[config.mk]
export PLATFORM = sky130hd
export DESIGN_NAME = bsg_up_link_send_ctrl
export DESIGN_NICKNAME = d
export VERILOG_FILES = /design/src/rtl/bsg_up_link_send_ctrl.sv
export SDC_FILE = /design/constraint.sdc
export NUM_CORES = 1
export LEC_CHECK = 0
export CAP_MARGIN = 10
export CORE_MARGIN = 2
export CORE_UTILIZATION = 29
export CTS_CLUSTER_DIAMETER = 80
export DETAILED_ROUTE_END_ITERATION = 7
export PLACE_DENSITY = 0.52
export SLEW_MARGIN = 10
export SYNTH_ARGS = -nofsm -noshare
export SYNTH_HDL_FRONTEND = slang
export SYNTH_SLANG_ARGS = --single-unit
[constraint.sdc]
create_clock -name clk -period 5.5 [get_ports clk]
set_input_delay 1.1 -clock clk [delete_from_list [all_inputs] [get_ports clk]]
set_output_delay 1.1 -clock clk [all_outputs]
set_load 0.05 [all_outputs]
[src/rtl/bsg_up_link_send_ctrl.sv]
// Credit-gated send controller for the upstream link.
// Serialises each accepted core word into BEATS back-to-back beats across
// CH_NUM byte-wide channels. Each accepted word consumes one downstream credit,
// and each io_token_i pulse returns one.
module bsg_up_link_send_ctrl #(
  parameter int unsigned DATA_WIDTH = 64,
  parameter int unsigned CH_NUM     = 2,
  parameter int unsigned CH_WIDTH   = 8,
  parameter int unsigned CREDIT_MAX = 64,
  parameter int unsigned CNT_WIDTH  = 7
) (
  input  logic                         clk,
  input  logic                         rst,
  input  logic [DATA_WIDTH-1:0]        core_data_i,
  input  logic                         core_valid_i,
  output logic                         core_ready_o,
  input  logic                         io_token_i,
  output logic                         io_valid_o,
  output logic [CH_NUM*CH_WIDTH-1:0]   io_data_o,
  output logic [CNT_WIDTH-1:0]         credits_avail_o,
  output logic                         busy_o,
  output logic                         token_err_o
);

  localparam int unsigned IO_W   = CH_NUM * CH_WIDTH;
  localparam int unsigned BEATS  = DATA_WIDTH / IO_W;
  localparam int unsigned BEAT_W = (BEATS > 1) ? $clog2(BEATS) : 1;
  localparam logic [BEAT_W-1:0]    LAST_BEAT    = BEAT_W'(BEATS - 1);
  localparam logic [CNT_WIDTH-1:0] CREDIT_MAX_C = CNT_WIDTH'(CREDIT_MAX);

  typedef enum logic [0:0] {IDLE = 1'b0, SEND = 1'b1} state_e;

  state_e                state_q, state_d;
  logic [BEAT_W-1:0]     beat_q, beat_d;
  logic [CNT_WIDTH-1:0]  sent_cnt_q, sent_cnt_d;
  logic [CNT_WIDTH-1:0]  finish_cnt_q, finish_cnt_d;
  logic [DATA_WIDTH-1:0] data_q, data_d;
  logic                  io_valid_q, io_valid_d;
  logic [IO_W-1:0]       io_data_q, io_data_d;
  logic                  busy_q, busy_d;
  logic                  token_err_q, token_err_d;

  logic [CNT_WIDTH-1:0]  outstanding;
  logic                  accept;

  // Words in flight; modular subtract keeps this correct across counter wrap.
  assign outstanding     = sent_cnt_q - finish_cnt_q;
  assign credits_avail_o = CREDIT_MAX_C - outstanding;

  // Ready is a function of registered state only.
  assign core_ready_o = ((state_q == IDLE) || ((state_q == SEND) && (beat_q == LAST_BEAT)))
                        && (outstanding < CREDIT_MAX_C);
  assign accept       = core_valid_i && core_ready_o;

  assign io_valid_o  = io_valid_q;
  assign io_data_o   = io_data_q;
  assign busy_o      = busy_q;
  assign token_err_o = token_err_q;

  // Next-state: beat sequencing, credit counters and registered beat output.
  always_comb begin
    state_d      = state_q;
    beat_d       = beat_q;
    sent_cnt_d   = sent_cnt_q;
    finish_cnt_d = finish_cnt_q;
    data_d       = data_q;
    token_err_d  = token_err_q;
    io_valid_d   = 1'b0;
    io_data_d    = '0;
    busy_d       = 1'b0;

    case (state_q)
      IDLE: begin
        if (accept) begin
          state_d = SEND;
          beat_d  = '0;
        end
      end
      SEND: begin
        if (beat_q == LAST_BEAT) begin
          beat_d  = '0;
          state_d = accept ? SEND : IDLE;
        end else begin
          beat_d = beat_q + BEAT_W'(1);
        end
      end
      default: begin
        state_d = IDLE;
        beat_d  = '0;
      end
    endcase

    if (accept) begin
      data_d     = core_data_i;
      sent_cnt_d = sent_cnt_q + CNT_WIDTH'(1);
    end

    if (io_token_i) begin
      if (outstanding != '0) begin
        finish_cnt_d = finish_cnt_q + CNT_WIDTH'(1);
      end else begin
        token_err_d = 1'b1;
      end
    end

    io_valid_d = (state_d == SEND);
    busy_d     = (state_d == SEND);
    if (state_d == SEND) begin
      for (int unsigned b = 0; b < BEATS; b++) begin
        if (beat_d == BEAT_W'(b)) begin
          io_data_d = data_d[b*IO_W +: IO_W];
        end
      end
    end
  end

  // State and output registers with synchronous reset.
  always_ff @(posedge clk) begin
    if (rst) begin
      state_q      <= IDLE;
      beat_q       <= '0;
      sent_cnt_q   <= '0;
      finish_cnt_q <= '0;
      data_q       <= '0;
      io_valid_q   <= 1'b0;
      io_data_q    <= '0;
      busy_q       <= 1'b0;
      token_err_q  <= 1'b0;
    end else begin
      state_q      <= state_d;
      beat_q       <= beat_d;
      sent_cnt_q   <= sent_cnt_d;
      finish_cnt_q <= finish_cnt_d;
      data_q       <= data_d;
      io_valid_q   <= io_valid_d;
      io_data_q    <= io_data_d;
      busy_q       <= busy_d;
      token_err_q  <= token_err_d;
    end
  end

  // Structural invariants.
  a_outstanding_bound: assert property (@(posedge clk) disable iff (rst)
    outstanding <= CREDIT_MAX_C);
  a_valid_implies_busy: assert property (@(posedge clk) disable iff (rst)
    io_valid_o |-> busy_o);
  a_beat_range: assert property (@(posedge clk) disable iff (rst)
    32'(beat_q) < BEATS);

endmodule
==> flow_metrics.tcl <==
set metrics [dict create \
    cp-end-kind "output port" \
    crit_path_max_incr_delay_ns 0.85 \
    required_ns 4.40 \
    grt_max_degree 82 \
    fin_crit_ns 4.72 \
    firstDrtPassIters 7 \
    gr-total-overflow 0 \
    relSlewSlack 0.350 \
    peakVddDrop_v 0.00121 \
    drtIter0Drc 181 \
    fin_nets 670 \
    tightestPinTransition_ns 0.974 \
    clockBufferDepth 2 \
    fp.dieW_um 128 \
    crit_chain "ha_1, inv_1, fa_1, a21o_1, a21oi_1, o221ai_1, a2111o_1, a21boi_0, clkdlybuf4s50_1" \
    power_density_nw_per_um2 643 \
    final_common_cell "nand2_1" \
    tritoncts "done" \
    synth_seq_cells 98 \
    cts_root_buf "clkbuf_16" \
    worst-setup-path-type "register to output port" \
    worstSetupStartpointType "register" \
    holdWs_ns 0.457 \
    gp_congestion 0.834 \
    syn_area_per_cell_um2 8.63 \
    grt_setup_unrepaired "no" \
    finClkSkew_ns 0.00691 \
    portBuffers 94 \
    die_area_um2 16300 \
    cp.arrival_ns 3.62 \
    clk_latency_ns 0.35 \
    wl_um 11600 \
    syn_area_um2 4450 \
    final_cell_mix "nand2_1 (99), dfxtp_1 (98), clkdlybuf4s50_1 (93)" \
    cp_slowest_cell "clkdlybuf4s50_1" \
    htreeDepth 3 \
    core_area_um2 15100 \
    grt_pass1_vias 3746 \
    setup_violations 0 \
    clock-sinks 98 \
    grt_first_pass_wirelength_um 18500 \
    ys_seq_area_frac 0.441 \
    ios 95 \
    die_y_um 128 \
    fin_crit_sh 0.859 \
    rows 45 \
    cts_resized 0 \
    start_util 0.295 \
    grt_usage 0.144 \
    crit_path_max_fanout 6 \
    synth_fp_nets 594 \
    syn2layout_area_growth_pct 30.7 \
    ys_types 49 \
    postCtsSetupBuffers 0 \
    power.leakage_nw 2.40 \
    ys.flop_type "dfxtp_1" \
    max_freq_ghz 0.212 \
    hold_buffers 0 \
    path_clk_slew_ns 0.06 \
    viasPerCell 4.75 \
    status "finished, final reports clean" \
    drc 0 \
    numCtsBuffers 9 \
    ant_nets 0 \
    maxCapViolCount 0 \
    synth-edff-count 0 \
    min_path_type "register to register" \
    antenna_found_initial 0 \
    drv_slew 0 \
    ys_warn_count 0 \
    synthArstFlopShare 0 \
    hpwl_um 8070 \
    wl_per_cell_um 14.7 \
    synthCells 515 \
    antennaDiodeCount 0 \
    drive_above_1_share 0.0453 \
    vias 3727 \
    totalNegativeSetupSlack_ns 0 \
    finalHoldViolCount 0 \
]
[final cells by class]
| type | count | area, um2 |
|---|---|---|
| clock buffers | 15 | 288 |
| clock inverters | 1 | 30.0 |
| fillers | 1571 | 9280 |
| inverters | 15 | 56.3 |
| multi-input cells | 370 | 2270 |
| flip-flops and latches | 98 | 1960 |
| well taps | 188 | 235 |
| repair buffers | 97 | 971 |
[registers in the layout, indices dropped and copies added, names as in the netlist]
register	flops
finish_cnt_q	7
io_data_o	16
data_q	64
sent_cnt_q	7
token_err_o	1
beat_q	2
busy_o	1
[stage by stage]
step	cells	area (um2)	util	worst slack, ns	power, mW
3_3_place_gp	768	5490	0.364	1.27	3.09
3_5_place_dp	768	5490	0.364	1.16	3.09
4_1_cts	784	5810	0.385	0.751	3.78
5_1_grt	784	5810	0.385	0.596	3.97
2_1_floorplan	515	4450	-	1.27	2.52
6_report	784	5810	0.385	0.776	3.74
[per-layer routing]
metal  up-vias  GRT usage  share of wire
li1       1905          -              -
met5         -          0              0
met3        15     0.0296          0.049
met2        86      0.231           0.44
met4         0     0.0646          0.024
met1      1721      0.188           0.48
[where the power goes]
| part | leakage, nW | switching (mW) | internal (mW) |
|---|---|---|---|
| Clock | 0.156 | 0.259 | 0.403 |
| Sequential | 0.801 | 0.0732 | 0.884 |
| Combinational | 1.44 | 1.35 | 0.765 |
[final timing paths]
path / from / endpoint / slack [ns] / depth (start not counted)
setup / recovery: finish_cnt_q[0]$_SDFFE_PP0P_ / core_ready_o / 0.78 / 9
hold / removal: data_q[7]$_SDFF_PP0_ / data_q[7]$_SDFF_PP0_ / 0.46 / 2
setup reg to reg: finish_cnt_q[0]$_SDFFE_PP0P_ / io_data_o[9]$_SDFF_PP0_ / 1.43 / 11
hold reg to reg: data_q[7]$_SDFF_PP0_ / data_q[7]$_SDFF_PP0_ / 0.46 / 2
[critical path, delay by kind of cell (launching register included)]
family | cells | cell delay [ns]
AO/OA/AOI/OAI | 5 | 1.35
buffers and inverters | 2 | 0.90
adder cells (fa/ha/maj) | 2 | 0.62
flip-flops | 1 | 0.40
[synth_stat cells, types with 2 or more instances]
master	number	area, um2
nand2_1	99	372
dfxtp_1	98	1960
nor2_1	66	248
mux2i_1	33	330
a21oi_1	27	135
nor2b_1	21	131
o21ai_0	18	90.1
inv_1	15	56.3
buf_2	14	70.1
xnor2_1	13	114
a211oi_1	12	90.1
clkbuf_1	12	45.0
o221a_1	11	124
ha_1	10	125
a32o_1	5	50.1
nand4_1	5	31.3
xor2_1	5	43.8
buf_6	4	45.0
or3_1	4	25.0
a21o_1	3	22.5
a22oi_1	3	22.5
and2_1	3	18.8
nand3_1	3	15.0
a31oi_4	2	42.5
a32oi_1	2	17.5
nand2b_1	2	12.5
nor3_1	2	10.0
nor4_1	2	12.5
[cells by family after synthesis]
| family | synth area share |
|---|---|
| AO/OA/AOI/OAI | 0.160 |
| AND/OR/NAND/NOR | 0.205 |
| adder cells (fa/ha/maj) | 0.0326 |
| XOR/XNOR | 0.0355 |
| flip-flops | 0.441 |
| buffers and inverters | 0.0512 |
| multiplexers | 0.0743 |
(Power assumes the default switching activity.)
